===== src/rtl/m65_bus_target_if.sv =====
// CPU-side bus and host-side FIFO handshakes of the 65-series bus target.
// The CPU core and host bench drive through master; the target uses slave.
interface m65_bus_target_if;
  logic        ph2;
  logic [15:0] A;
  logic        RWn;
  logic [7:0]  D_in;
  logic [7:0]  D_out;
  logic        D_oe;
  logic        RDY;
  logic        IRQn;
  logic [7:0]  host_wdata;
  logic        host_wvalid;
  logic        host_wready;
  logic [7:0]  host_rdata;
  logic        host_rvalid;
  logic        host_rready;

  modport master (
    output ph2, A, RWn, D_in, host_wdata, host_wvalid, host_rready,
    input  D_out, D_oe, RDY, IRQn, host_wready, host_rdata, host_rvalid
  );

  modport slave (
    input  ph2, A, RWn, D_in, host_wdata, host_wvalid, host_rready,
    output D_out, D_oe, RDY, IRQn, host_wready, host_rdata, host_rvalid
  );
endinterface


===== src/rtl/m65_bus_target.sv =====
// 16-byte register window on a 6502-style bus, paced by PH2, with read wait
// states and two byte FIFOs bridging host <-> CPU.
//   state   | meaning
//   S_IDLE  | waiting for a PH2 rise; decodes the captured access
//   S_STALL | read hit held off with RDY low until PH2 falls
//   S_DRIVE | read hit completing, D_out driven until PH2 falls
//   S_WRITE | write hit, D_in latched while PH2 high, committed on fall
module m65_bus_target #(
  parameter logic [11:0] BASE        = 12'hFF0,
  parameter int          WAIT_STATES = 0,
  parameter int          FIFO_DEPTH  = 4
) (
  input logic            clk,
  input logic            RESETn,
  m65_bus_target_if.slave bus
);
  localparam int PW = (FIFO_DEPTH > 1) ? $clog2(FIFO_DEPTH) : 1;
  localparam int CW = $clog2(FIFO_DEPTH + 1);
  localparam logic [CW-1:0] FULL_CNT = CW'(FIFO_DEPTH);
  localparam logic [3:0]    WS       = 4'(WAIT_STATES);

  typedef enum logic [1:0] {S_IDLE, S_STALL, S_DRIVE, S_WRITE} state_t;
  state_t state_q, state_d;

  logic        ph2_q, rise, fall, hit;
  logic [3:0]  off_q, off_d, cnt_q, cnt_d, cnt_eff;
  logic [15:0] stall_addr_q, stall_addr_d;
  logic        rdy_q, rdy_d, oe_q, oe_d, irqn_q;
  logic [7:0]  dout_q, dout_d, wdata_q, rd_data, status;
  logic [7:0]  scratch_q [8];
  logic        irqen_q, ovf_q, cpu_pop, cpu_wr, cpu_push;

  logic [7:0]    in_mem_q  [FIFO_DEPTH];
  logic [7:0]    out_mem_q [FIFO_DEPTH];
  logic [PW-1:0] in_wp_q, in_rp_q, out_wp_q, out_rp_q;
  logic [CW-1:0] in_cnt_q, out_cnt_q;
  logic          in_empty, in_full, out_empty, out_full;
  logic          in_push, out_pop;

  assign rise    = bus.ph2 & ~ph2_q;
  assign fall    = ~bus.ph2 & ph2_q;
  assign hit     = (bus.A[15:4] == BASE);
  // A wait count only carries over while the CPU keeps retrying the same address
  assign cnt_eff = (bus.A == stall_addr_q) ? cnt_q : 4'd0;

  assign in_empty  = (in_cnt_q == '0);
  assign in_full   = (in_cnt_q == FULL_CNT);
  assign out_empty = (out_cnt_q == '0);
  assign out_full  = (out_cnt_q == FULL_CNT);
  assign in_push   = bus.host_wvalid & ~in_full;
  assign out_pop   = ~out_empty & bus.host_rready;
  assign cpu_push  = cpu_wr & (off_q == 4'h8) & ~out_full;

  assign status = {4'b0000, irqen_q & ~in_empty, ovf_q, out_full, ~in_empty};

  always_comb begin
    rd_data = 8'h00;
    if (!off_q[3]) begin
      rd_data = scratch_q[off_q[2:0]];
    end else begin
      case (off_q[2:0])
        3'd0:    rd_data = in_empty ? 8'h00 : in_mem_q[in_rp_q];
        3'd1:    rd_data = status;
        3'd2:    rd_data = {7'b0, irqen_q};
        default: rd_data = 8'h00;
      endcase
    end
  end

  always_comb begin
    state_d      = state_q;
    off_d        = off_q;
    cnt_d        = cnt_q;
    stall_addr_d = stall_addr_q;
    rdy_d        = rdy_q;
    cpu_pop      = 1'b0;
    cpu_wr       = 1'b0;
    unique case (state_q)
      S_IDLE: if (rise) begin
        off_d = bus.A[3:0];
        rdy_d = 1'b1;
        if (!hit) begin
          cnt_d = 4'd0;
        end else if (!bus.RWn) begin
          state_d = S_WRITE;
        end else if (cnt_eff == WS) begin
          state_d = S_DRIVE;
          cnt_d   = 4'd0;
        end else begin
          state_d      = S_STALL;
          cnt_d        = cnt_eff + 4'd1;
          rdy_d        = 1'b0;
          stall_addr_d = bus.A;
        end
      end
      S_STALL: if (fall) state_d = S_IDLE;
      S_DRIVE: if (fall) begin
        state_d = S_IDLE;
        cpu_pop = (off_q == 4'h8) & ~in_empty;
      end
      S_WRITE: if (fall) begin
        state_d = S_IDLE;
        cpu_wr  = 1'b1;
      end
      default: state_d = S_IDLE;
    endcase
  end

  assign oe_d   = (state_q == S_DRIVE) & ~fall;
  assign dout_d = oe_d ? rd_data : dout_q;

  always_ff @(posedge clk or negedge RESETn) begin
    if (!RESETn) begin
      state_q      <= S_IDLE;
      ph2_q        <= 1'b0;
      off_q        <= 4'd0;
      cnt_q        <= 4'd0;
      stall_addr_q <= 16'h0000;
      rdy_q        <= 1'b1;
      oe_q         <= 1'b0;
      dout_q       <= 8'h00;
      wdata_q      <= 8'h00;
      irqn_q       <= 1'b1;
    end else begin
      state_q      <= state_d;
      ph2_q        <= bus.ph2;
      off_q        <= off_d;
      cnt_q        <= cnt_d;
      stall_addr_q <= stall_addr_d;
      rdy_q        <= rdy_d;
      oe_q         <= oe_d;
      dout_q       <= dout_d;
      if (ph2_q) wdata_q <= bus.D_in;
      irqn_q       <= ~(irqen_q & ~in_empty);
    end
  end

  always_ff @(posedge clk or negedge RESETn) begin
    if (!RESETn) begin
      for (int i = 0; i < 8; i++) scratch_q[i] <= 8'h00;
      irqen_q <= 1'b0;
      ovf_q   <= 1'b0;
    end else if (cpu_wr) begin
      if (!off_q[3]) scratch_q[off_q[2:0]] <= wdata_q;
      if (off_q == 4'h8 && out_full) ovf_q <= 1'b1;
      if (off_q == 4'h9 && wdata_q[2]) ovf_q <= 1'b0;
      if (off_q == 4'hA) irqen_q <= wdata_q[0];
    end
  end

  always_ff @(posedge clk or negedge RESETn) begin
    if (!RESETn) begin
      in_wp_q   <= '0;
      in_rp_q   <= '0;
      in_cnt_q  <= '0;
      out_wp_q  <= '0;
      out_rp_q  <= '0;
      out_cnt_q <= '0;
      for (int i = 0; i < FIFO_DEPTH; i++) begin
        in_mem_q[i]  <= 8'h00;
        out_mem_q[i] <= 8'h00;
      end
    end else begin
      if (in_push) begin
        in_mem_q[in_wp_q] <= bus.host_wdata;
        in_wp_q           <= in_wp_q + PW'(1);
      end
      if (cpu_pop) in_rp_q <= in_rp_q + PW'(1);
      case ({in_push, cpu_pop})
        2'b10:   in_cnt_q <= in_cnt_q + CW'(1);
        2'b01:   in_cnt_q <= in_cnt_q - CW'(1);
        default: in_cnt_q <= in_cnt_q;
      endcase
      if (cpu_push) begin
        out_mem_q[out_wp_q] <= wdata_q;
        out_wp_q            <= out_wp_q + PW'(1);
      end
      if (out_pop) out_rp_q <= out_rp_q + PW'(1);
      case ({cpu_push, out_pop})
        2'b10:   out_cnt_q <= out_cnt_q + CW'(1);
        2'b01:   out_cnt_q <= out_cnt_q - CW'(1);
        default: out_cnt_q <= out_cnt_q;
      endcase
    end
  end

  assign bus.D_out       = dout_q;
  assign bus.D_oe        = oe_q;
  assign bus.RDY         = rdy_q;
  assign bus.IRQn        = irqn_q;
  assign bus.host_wready = ~in_full;
  assign bus.host_rvalid = ~out_empty;
  assign bus.host_rdata  = out_mem_q[out_rp_q];
endmodule

===== src/flat_wrapper.sv =====
// flat-port wrapper written by rule: the top's interface ports become plain ports
module m65_bus_target_flat 
#(
  parameter logic [11:0] BASE        = 12'hFF0,
  parameter int          WAIT_STATES = 0,
  parameter int          FIFO_DEPTH  = 4
)
  (clk, RESETn, bus_ph2, bus_A, bus_RWn, bus_D_in, bus_host_wdata, bus_host_wvalid, bus_host_rready, bus_D_out, bus_D_oe, bus_RDY, bus_IRQn, bus_host_wready, bus_host_rdata, bus_host_rvalid);
  m65_bus_target_if bus_i ();
  input logic clk;
  input logic RESETn;
  input wire logic [$bits(bus_i.ph2)-1:0] bus_ph2;
  input wire logic [$bits(bus_i.A)-1:0] bus_A;
  input wire logic [$bits(bus_i.RWn)-1:0] bus_RWn;
  input wire logic [$bits(bus_i.D_in)-1:0] bus_D_in;
  input wire logic [$bits(bus_i.host_wdata)-1:0] bus_host_wdata;
  input wire logic [$bits(bus_i.host_wvalid)-1:0] bus_host_wvalid;
  input wire logic [$bits(bus_i.host_rready)-1:0] bus_host_rready;
  output wire logic [$bits(bus_i.D_out)-1:0] bus_D_out;
  output wire logic [$bits(bus_i.D_oe)-1:0] bus_D_oe;
  output wire logic [$bits(bus_i.RDY)-1:0] bus_RDY;
  output wire logic [$bits(bus_i.IRQn)-1:0] bus_IRQn;
  output wire logic [$bits(bus_i.host_wready)-1:0] bus_host_wready;
  output wire logic [$bits(bus_i.host_rdata)-1:0] bus_host_rdata;
  output wire logic [$bits(bus_i.host_rvalid)-1:0] bus_host_rvalid;
  assign bus_i.ph2 = bus_ph2;
  assign bus_i.A = bus_A;
  assign bus_i.RWn = bus_RWn;
  assign bus_i.D_in = bus_D_in;
  assign bus_i.host_wdata = bus_host_wdata;
  assign bus_i.host_wvalid = bus_host_wvalid;
  assign bus_i.host_rready = bus_host_rready;
  assign bus_D_out = bus_i.D_out;
  assign bus_D_oe = bus_i.D_oe;
  assign bus_RDY = bus_i.RDY;
  assign bus_IRQn = bus_i.IRQn;
  assign bus_host_wready = bus_i.host_wready;
  assign bus_host_rdata = bus_i.host_rdata;
  assign bus_host_rvalid = bus_i.host_rvalid;
  m65_bus_target #(.BASE(BASE), .WAIT_STATES(WAIT_STATES), .FIFO_DEPTH(FIFO_DEPTH)) u_core (.clk(clk), .RESETn(RESETn), .bus(bus_i));
endmodule

===== config.mk =====
export PLATFORM = sky130hd
export DESIGN_NAME = m65_bus_target_flat
export DESIGN_NICKNAME = d
export VERILOG_FILES = /design/src/rtl/m65_bus_target_if.sv /design/src/rtl/m65_bus_target.sv /design/src/flat_wrapper.sv
export SDC_FILE = /design/constraint.sdc
export NUM_CORES = 1
export LEC_CHECK = 0
export ABC_AREA = 0
export CAP_MARGIN = 10
export CORE_MARGIN = 10
export CORE_UTILIZATION = 63
export DETAILED_ROUTE_END_ITERATION = 16
export PLACE_DENSITY = 0.81
export SETUP_SLACK_MARGIN = 0.1
export SLEW_MARGIN = 20
export SYNTH_ARGS = -nofsm -noshare
export SYNTH_HDL_FRONTEND = slang
export SYNTH_SLANG_ARGS = --single-unit

===== constraint.sdc =====
create_clock -name clk -period 4.2 [get_ports clk]
set_input_delay 0.63 -clock clk [delete_from_list [all_inputs] [get_ports clk]]
set_output_delay 0.63 -clock clk [all_outputs]
set_load 0.03 [all_outputs]

==> impl_metrics.json, run 1 <==
{
  "crit_family": "simple AND/OR/NAND/NOR gates",
  "cts_sinks": 190,
  "crit_arrival_ps": 3560,
  "gp_congestion": 0.8924,
  "drc_errors": 0,
  "cp_num_buf_inv": 1,
  "drv_slew": 0,
  "rows": 42,
  "htree_levels": 4,
  "antenna_found_initial": 0,
  "start_kind": "flip-flop",
  "grt_first_pass_wirelength_mm": 29.48,
  "synth_edf_count": 0,
  "netlist_instances": 611,
  "n_antenna_cell": 0,
  "port_buffers": 58,
  "cts_tree": "built",
  "synth_nets": 663,
  "layout_common_cells": "188 x dfrtp_1, 135 x mux2_2, 57 x clkdlybuf4s50_1, 34 x nand2_1, 32 x mux4_2",
  "fin_crit_sh": 0.7659,
  "path_class": "reg2reg",
  "synthArstFlopShare": 1.000,
  "worst_pin_slew_ps": 946.2,
  "rsz0062_at_grt": "no",
  "crit_required_ps": 4550,
  "syn_area_um2": 8652,
  "clk_latency_ps": 430,
  "status": "complete, no violations",
  "crit_fanout": 14,
  "ys.flop_type": "dfrtp_1",
  "drt_iter0_markers": 397,
  "max_slew_margin": 0.3668,
  "maxCapViolations": 0,
  "die_h_um": 137.2,
  "grt.total_usage": 0.2011,
  "layout_commonest_cell": "dfrtp_1",
  "die_x_um": 137.2,
  "clockBufferDepth": 2,
  "dp_cells": 823,
  "wl_met2_mm": 8.821,
  "post-dp-hpwl_mm": 11.94,
  "grt_pass1_vias": 5551,
  "wire_per_inst_um": 20.74,
  "synth-seq-area-share": 0.5498,
  "wirelength_mm": 17.73,
  "core_um2": 13350,
  "hold_path_class": "in2async",
  "max_stage_delay_ps": 620,
  "top_layer_used": "met4",
  "vias_per_cell": 6.030,
  "clkSlewWorstSetupHoldPaths_ps": 70,
  "clockRootBuffer": "clkbuf_16",
  "area_growth_pct": 15.17,
  "min_period_ps": 3217,
  "p_leak_nw": 4.576,
  "path_cells": "nor2b_1 > nand4_1 > nor3_1 > ha_1 > inv_1 > fa_1 > xor2_1 > nor2_1 > xor2_1",
  "syn_area_per_cell_um2": 14.16,
  "ant_nets": 0,
  "num_vias": 5156,
  "drt_pass1_iterations": 4,
  "initial_utilization": 0.6482,
  "fin_nets": 718,
  "finalHoldViolCount": 0,
  "io_pins": 59,
  "setup_viol": 0,
  "cts_hold_buf": 0,
  "die_area_um2": 18820,
  "cts_buffers": 17,
  "worstSetupEndpointType": "flip-flop",
  "critPathSlowestCell": "dfrtp_1",
  "wl_met1_mm": 7.855,
  "power.density_nw_per_um2": 459.5,
  "synth_cell_types": 52,
  "finalNonFillerCells": 855,
  "setup_tns_ps": 0,
  "cpMostUsedCell": "xor2_1",
  "ys_ff_latch": 190,
  "yosys_warnings": 0,
  "cts.repair.resized": 0,
  "drive_above_1_share": 0.3373,
  "grt-ovfl-total": 0,
  "grt_max_degree": 98,
  "fin_skew_ps": 7.549,
  "timing.fmax_mhz": 310.9,
  "cts_setup_buffers": 0,
  "wl_met3_um": 816,
  "peakVddDrop_mv": 0.3894
}
[sequential cells by signal, indices dropped and copies added, names as in the netlist]
name	count
u_core.irqen_q	1
u_core.bus.RDY	1
u_core.stall_addr_q	16
u_core.cnt_q	4
u_core.in_wp_q	2
u_core.out_mem_q	32
u_core.bus.D_oe	1
u_core.in_mem_q	32
u_core.out_rp_q	2
u_core.ph2_q	1
u_core.bus.IRQn	1
u_core.state_q	2
u_core.out_wp_q	2
u_core.bus.D_out	8
u_core.ovf_q	1
u_core.off_q	4
u_core.in_cnt_q	3
u_core.wdata_q	8
u_core.out_cnt_q	3
u_core.in_rp_q	2
u_core.scratch_q	64
[area by class of cell]
type,count,area [um^2]
repair buffers,64,639.4
clock inverters,13,126.4
clock buffers,19,442.9
flip-flops and latches,190,4757
inverters,24,90.09
multi-input cells,369,3689
fillers,854,3383
well taps,176,220.2
[power by group]
part | internal (mW) | switching [mW]
Combinational | 0.418 | 0.348
Clock | 0.847 | 0.706
Sequential | 2.05 | 0.206
[path summary, 6_finish.rpt]
check                                 from                    to  slack (ps)  cells past startpoint
setup / recovery           u_core.off_q[2]    u_core.in_cnt_q[2]         980                      9
hold / removal                      RESETn    u_core.out_rp_q[1]         280                      1
setup reg to reg           u_core.off_q[2]    u_core.in_cnt_q[2]         980                      9
hold reg to reg             u_core.irqen_q       u_core.bus.IRQn         490                      1
max in group asynchronous           RESETn  u_core.scratch_q[24]        2950                      2
min in group clk            u_core.irqen_q       u_core.bus.IRQn         490                      1
[per-stage QoR]
step	setup WS, ps	hold WS, ps	total power, mW	utilization	cell area (um^2)
6_report	983.3	281.0	4.578	0.7465	9965
3_5_place_dp	777.1	466.6	3.060	0.7037	9393
2_1_floorplan	1310	334.4	2.795	-	8652
3_3_place_gp	924.6	467.9	2.996	0.7037	9393
5_1_grt	846.2	351.0	4.799	0.7465	9965
4_1_cts	1024	312.5	4.621	0.7463	9962
[Yosys cell counts (3+ instances only)]
| cell type | count | area [um^2] |
|---|---|---|
| nand4_1 | 8 | 50.05 |
| inv_1 | 23 | 86.33 |
| clkbuf_1 | 20 | 75.07 |
| o21ai_0 | 10 | 50.05 |
| or3_1 | 3 | 18.77 |
| xnor2_1 | 22 | 192.7 |
| mux2i_1 | 7 | 70.07 |
| nand2_1 | 34 | 127.6 |
| nor3_2 | 3 | 30.03 |
| nor2b_1 | 7 | 43.79 |
| dfrtp_1 | 188 | 4705 |
| xor2_1 | 6 | 52.55 |
| o221ai_1 | 5 | 43.79 |
| nand2b_1 | 4 | 25.02 |
| mux2_2 | 135 | 1520 |
| o21a_1 | 5 | 37.54 |
| a21oi_1 | 8 | 40.04 |
| or2_2 | 8 | 50.05 |
| ha_1 | 12 | 150.1 |
| nor3_1 | 3 | 15.01 |
| nor2_1 | 19 | 71.32 |
| mux4_2 | 32 | 720.7 |
| mux2_4 | 4 | 60.06 |
| buf_2 | 5 | 25.02 |
| nand3_1 | 5 | 25.02 |
[logic make-up (layout without fill, tap and decap cells)]
group,Yosys count,count (layout),share of synthesized area
muxes,180,180,0.2766
AOI/OAI and AO/OA,44,44,0.03572
and+or+nand+nor,103,103,0.06334
DFF,190,190,0.5498
xor gates and xnor gates,28,28,0.02834
buffers and inverters,52,120,0.02415
adders and majority gates,14,14,0.02198
[worst register-to-register path: cells and delay by family (launching register included)]
family	cells	cell delay (ps)
buf+inv	1	60
simple gates	4	1460
flops	1	620
xor+xnor	2	320
fa+ha+maj	2	660
[per-layer routing]
layer  track usage  up-vias
li1              -     2304
met1        0.2665     2721
met2        0.3227      111
met3       0.05390       20
met4       0.05445        0
met5             0        -
Power figures use the tool's default switching activity.
==> run 2: changes to the inputs <==
--- a/config.mk
+++ b/config.mk
@@ -8,9 +8,9 @@
 export ABC_AREA = 0
 export CAP_MARGIN = 10
 export CORE_MARGIN = 10
-export CORE_UTILIZATION = 63
+export CORE_UTILIZATION = 59
 export DETAILED_ROUTE_END_ITERATION = 16
-export PLACE_DENSITY = 0.81
+export PLACE_DENSITY = 0.77
 export SETUP_SLACK_MARGIN = 0.1
 export SLEW_MARGIN = 20
 export SYNTH_ARGS = -nofsm -noshare
==> constraint.sdc (replaced) <==
create_clock -name clk -period 3.2 [get_ports clk]
set_input_delay 0.48 -clock clk [delete_from_list [all_inputs] [get_ports clk]]
set_output_delay 0.48 -clock clk [all_outputs]
set_load 0.03 [all_outputs]
==> run 2 against run 1 <==
Net effect: sequential cell count unchanged; sequential power up 31%; combinational power is 34% higher; clock skew up 3.7 ps; critical path type unchanged; largest cell class unchanged; largest power group unchanged.
==> impl_metrics.json, run 2 (synthesis results as in run 1) <==
{
  "status": "complete, no violations",
  "ant_nets": 0,
  "num_vias": 5211,
  "p_leak_nw": 4.632,
  "drc_errors": 0,
  "setup_viol": 0,
  "timing.fmax_mhz": 346.7,
  "grt_first_pass_wirelength_mm": 29.83,
  "vias_per_cell": 5.935,
  "crit_fanout": 12,
  "crit_required_ps": 3560,
  "seqPwrFrac": 0.493,
  "peakVddDrop_mv": 0.5820,
  "drt_iter0_markers": 290,
  "antenna_found_initial": 0,
  "htree_levels": 4,
  "area_growth_pct": 16.36,
  "cts_setup_buffers": 0,
  "clkSlewWorstSetupHoldPaths_ps": 70,
  "initial_utilization": 0.5998,
  "gp_congestion": 0.8718,
  "fin_crit_sh": 0.9013,
  "power.density_nw_per_um2": 594.1,
  "wirelength_mm": 18.02,
  "clockRootBuffer": "clkbuf_16",
  "p_int_mw": 4.290,
  "fin_skew_ps": 11.26,
  "sw_frac_of_total": 0.2828,
  "setup_tns_ps": 0,
  "clk_latency_ps": 430,
  "grt_pass1_vias": 5656,
  "grt.total_usage": 0.1876,
  "whs_ps": 66.57,
  "max_slew_margin": 0.4808,
  "die_x_um": 141.1,
  "reg2reg_slack_ps": 320,
  "port_buffers": 58,
  "worstSetupEndpointType": "flip-flop",
  "rows": 44,
  "crit_arrival_ps": 3250,
  "cts_hold_buf": 0,
  "fin_area_um2": 10070,
  "cts.repair.resized": 0,
  "post-dp-hpwl_mm": 12.54,
  "drv_slew": 0,
  "clockPowerShare": 0.334,
  "hold_path_class": "in2async",
  "setup_slack_ps": 315.8,
  "finalNonFillerCells": 878,
  "clockBufferDepth": 2,
  "top_regs": "u_core.scratch_q x64, u_core.in_mem_q x32, u_core.out_mem_q x32",
  "cts_sinks": 190,
  "finalHoldViolCount": 0,
  "rsz0062_at_grt": "no",
  "fin_nets": 733,
  "largest_register_ffs": 64,
  "cts_tree": "built",
  "grt_max_degree": 80,
  "worst_pin_slew_ps": 777.2,
  "regMostFlops": "u_core.scratch_q",
  "start_kind": "flip-flop",
  "core_um2": 14420,
  "n_antenna_cell": 0,
  "drt_pass1_iterations": 4,
  "layout_commonest_cell": "dfrtp_1",
  "die_h_um": 141.1,
  "die_area_um2": 19910,
  "dpl_worst_slack_ps": 60.23,
  "power_switching_mw": 1.691,
  "drive_above_1_share": 0.3487,
  "maxCapViolations": 0,
  "grt-ovfl-total": 0,
  "dp_cells": 846,
  "layout_common_cells": "188 x dfrtp_1, 135 x mux2_2, 57 x clkdlybuf4s50_1, 34 x nand2_1, 32 x mux4_2",
  "path_class": "reg2reg",
  "wire_per_inst_um": 20.52,
  "p_comb_frac": 0.173,
  "min_period_ps": 2884,
  "cts_buffers": 17,
  "io_pins": 59,
  "dpl_cell_area_um2": 9515
}
## run 2: changes by cell type in the layout (fill, tap and decap cells not counted), sizes merged
| cell | previous run | this run |
|---|---|---|
| buf | 7 | 22 |
| bufinv | 1 | 0 |
| clkbuf | 19 | 20 |
| clkinv | 6 | 4 |
| clkinvlp | 0 | 3 |
| inv | 30 | 29 |
## run 2: per-layer routing
| layer | up-vias | track usage | wire length, um | part of all wire |
|---|---|---|---|---|
| met2 | 120 | 0.3028 | 9087 | 0.50 |
| met1 | 2741 | 0.2458 | 7836 | 0.43 |
| met4 | 0 | 0.05435 | 221 | 0.012 |
| met3 | 16 | 0.04602 | 873 | 0.048 |
| met5 | - | 0 | 0 | 0 |
| li1 | 2334 | - | - | - |
## run 2: critical path, stage by stage, from the launching register on
cell     delay (ps)
dfrtp_1         630
nor2b_1         400
nand4_1         180
nor3_1          470
ha_1            280
inv_1            70
fa_1            370
xor2_1          150
nor2_1          110
xor2_1          140
## run 2: stage by stage
| step | total power [mW] | utilization |
|---|---|---|
| after floorplan | 3.668 | - |
| after CTS | 6.034 | 0.6980 |
| after detailed placement | 4.035 | 0.6597 |
| after global placement | 3.949 | 0.6597 |
| final | 5.981 | 0.6980 |
| after global routing | 6.260 | 0.6980 |
## run 2: final cells by class
| type | count | area (um^2) |
|---|---|---|
| Inverter | 24 | 90.09 |
| Clock inverter | 12 | 105.1 |
| Timing Repair Buffer | 79 | 752.0 |
| Fill cell | 989 | 4357 |
| Tap cell | 184 | 230.2 |
| Sequential cell | 190 | 4757 |
| Multi-Input combinational cell | 369 | 3686 |
| Clock buffer | 20 | 446.7 |
## run 2: worst paths after layout
kind                                    start              endpoint  cells after the start
setup / recovery              u_core.off_q[3]    u_core.in_cnt_q[2]                      9
hold / removal                         RESETn  u_core.out_mem_q[25]                      1
setup reg to reg              u_core.off_q[3]    u_core.in_cnt_q[2]                      9
hold reg to reg            u_core.in_cnt_q[2]    u_core.in_cnt_q[2]                      1
max in group asynchronous              RESETn   u_core.scratch_q[2]                      2
min in group clk           u_core.in_cnt_q[2]    u_core.in_cnt_q[2]                      1
## run 2: power by group through the flow
stage                     Combinational [mW]  Sequential [mW]  Clock [mW]
final                                   1.03             2.95        2.00
after global routing                    1.13             2.99        2.13
after CTS                               1.05             2.96        2.03
after detailed placement                1.04             3.00           0
after global placement                 0.984             2.97           0
after floorplan                        0.819             2.85           0
==> run 3: changes to the inputs <==
--- a/config.mk
+++ b/config.mk
@@ -6,12 +6,14 @@
 export NUM_CORES = 1
 export LEC_CHECK = 0
 export ABC_AREA = 0
+export ABC_CLOCK_PERIOD_IN_PS = 2950
 export CAP_MARGIN = 10
 export CORE_MARGIN = 10
 export CORE_UTILIZATION = 59
 export DETAILED_ROUTE_END_ITERATION = 16
 export PLACE_DENSITY = 0.77
 export SETUP_SLACK_MARGIN = 0.1
+export SKIP_LAST_GASP = 1
 export SLEW_MARGIN = 20
 export SYNTH_ARGS = -nofsm -noshare
 export SYNTH_HDL_FRONTEND = slang
==> constraint.sdc (replaced) <==
create_clock -name clk -period 2.95 [get_ports clk]
set_input_delay 0.4425 -clock clk [delete_from_list [all_inputs] [get_ports clk]]
set_output_delay 0.4425 -clock clk [all_outputs]
set_load 0.03 [all_outputs]
==> run 3 against run 2 <==
Net effect: clock skew is 4.2 ps lower; routed wire length is 0.27% lower; cell count is 1.1% higher; global-route usage hardly changed; critical endpoint is now bus_host_rdata[6]; sequential share of layout area is 0.77 points lower; register-to-register slack better by 130 ps; sequential power is 8.5% higher; highest routed layer unchanged; core utilization is 1.2 points higher.
==> impl_metrics.json, run 3 (synthesis results as in run 1) <==
{
  "drc_errors": 0,
  "worst_pin_slew_ps": 694.8,
  "worstSetupEndpointType": "output pin",
  "fillCellCount": 980,
  "max_slew_margin": 0.5368,
  "hold_path_class": "in2async",
  "top_regs": "u_core.scratch_q x64, u_core.in_mem_q x32, u_core.out_mem_q x32",
  "grt_max_degree": 76,
  "crit_cells": 2,
  "min_period_ps": 2625,
  "finalHoldViolCount": 0,
  "num_vias": 5159,
  "initial_utilization": 0.5998,
  "path_class": "reg2out",
  "path_cells": "mux4_2 > clkdlybuf4s50_1",
  "r2r-start": "u_core.stall_addr_q[9]",
  "utilization": 0.7098,
  "cts_buffers": 17,
  "vias_per_cell": 5.810,
  "power.density_nw_per_um2": 663.8,
  "crit_family": "buffers and inverters",
  "crit_arrival_ps": 2180,
  "grt_first_pass_wirelength_mm": 29.87,
  "clockPowerShare": 0.360,
  "grt.total_usage": 0.1879,
  "finalNonFillerCells": 888,
  "drive_above_1_share": 0.3594,
  "die_h_um": 141.1,
  "multi_input_comb_area_um2": 3686,
  "n_antenna_cell": 0,
  "sw_frac_of_total": 0.2645,
  "timing.fmax_mhz": 381.0,
  "setup_slack_ps": 325.5,
  "dp_cells": 856,
  "grt_pass1_vias": 5705,
  "post-dp-hpwl_mm": 12.38,
  "dpl_worst_slack_ps": -67.27,
  "cp_num_buf_inv": 1,
  "setup_viol": 0,
  "grt-ovfl-total": 0,
  "gp_congestion": 0.8509,
  "largest_register_ffs": 64,
  "seqPwrFrac": 0.471,
  "maxCapViolations": 0,
  "crit_required_ps": 2510,
  "htree_levels": 4,
  "cts_sinks": 190,
  "p_comb_frac": 0.169,
  "cts_setup_buffers": 0,
  "startpoint": "u_core.out_rp_q[0]",
  "die_x_um": 141.1,
  "layout_common_cells": "187 x dfrtp_1, 135 x mux2_2, 57 x clkdlybuf4s50_1, 34 x nand2_1, 32 x mux4_2",
  "io_pins": 59,
  "ff_latch_area_um2": 4758,
  "drt_iter0_markers": 282,
  "clockBufferDepth": 2,
  "clk_latency_ps": 430,
  "drv_slew": 0,
  "ff2ff_path_depth": 9,
  "wirelength_mm": 17.97,
  "cts_tree": "built",
  "status": "complete, no violations",
  "p_leak_nw": 4.725,
  "ant_nets": 0,
  "drt_pass1_iterations": 4,
  "die_area_um2": 19910,
  "start_kind": "flip-flop",
  "rows": 44,
  "port_buffers": 58,
  "power_switching_mw": 1.798,
  "fin_crit_sh": 0.8897,
  "layout_commonest_cell": "dfrtp_1",
  "fin_skew_ps": 7.091,
  "regMostFlops": "u_core.scratch_q",
  "peakVddDrop_mv": 0.4430,
  "area_growth_pct": 18.32,
  "p_int_mw": 4.998,
  "critPathSlowestCell": "clkdlybuf4s50_1",
  "core_um2": 14420,
  "wire_per_inst_um": 20.24,
  "clockRootBuffer": "clkbuf_16",
  "fin_nets": 743,
  "clkSlewWorstSetupHoldPaths_ps": 60,
  "crit_fanout": 9,
  "antenna_found_initial": 0,
  "rsz0062_at_grt": "no",
  "max_stage_delay_ps": 610
}
run 3: metal layers:
metal	wire length, um	global-route usage	share of wire
met4	263	0.05978	0.015
met5	0	0	0
met3	641	0.03897	0.036
met1	7961	0.2423	0.44
met2	9103	0.3106	0.51
run 3: timing repair:
| action | CTS | global route |
|---|---|---|
| endpoints found under the setup margin | 4 | 0 |
| gates resized for setup | 1 | 0 |
| hold buffers | 0 | 0 |
run 3: power groups by stage:
stage          clock network (mW)  registers, mW  logic, mW
2_1_floorplan                   0           3.09      0.888
3_3_place_gp                    0           3.21       1.10
3_5_place_dp                    0           3.24       1.16
4_1_cts                      2.48           3.20       1.17
5_1_grt                      2.60           3.24       1.26
6_report                     2.44           3.20       1.15
run 3: stage by stage:
| stage | setup TNS [ps] | power, mW | instance area [um^2] | hold WS [ps] |
|---|---|---|---|---|
| 3_3_place_gp | 0 | 4.309 | 9603 | 451.0 |
| 4_1_cts | 0 | 6.851 | 10240 | 60.79 |
| 2_1_floorplan | 0 | 3.979 | 8652 | 146.9 |
| 3_5_place_dp | -309.3 | 4.399 | 9603 | 455.6 |
| 6_report | 0 | 6.796 | 10240 | 46.15 |
| 5_1_grt | 0 | 7.104 | 10240 | 95.17 |
run 3: worst register-to-register path: stages, from the launching register on:
cell	delay (ps)
dfrtp_1	410
xnor2_1	200
nand4_1	120
nor4_1	320
buf_4	220
nand2_1	100
ha_1	250
a211oi_2	180
o21a_2	270
mux2_4	320
run 3: final cells by class:
class / count / share of cell area
clock inverter: 12 / 0.01821
tap: 184 / 0.02249
timing repair buffer: 89 / 0.08201
clock buffer: 20 / 0.04363
sequential: 190 / 0.4648
multi-input combinational: 369 / 0.3601
inverter: 24 / 0.008800
run 3: final timing paths:
check	to	slack, ps
setup reg to reg	u_core.stall_addr_q[0]	450
max in group asynchronous	u_core.bus.IRQn	2130
setup / recovery	bus_host_rdata[6]	330
min in group clk	u_core.bus.IRQn	460
hold reg to reg	u_core.bus.IRQn	460
hold / removal	u_core.out_rp_q[1]	50
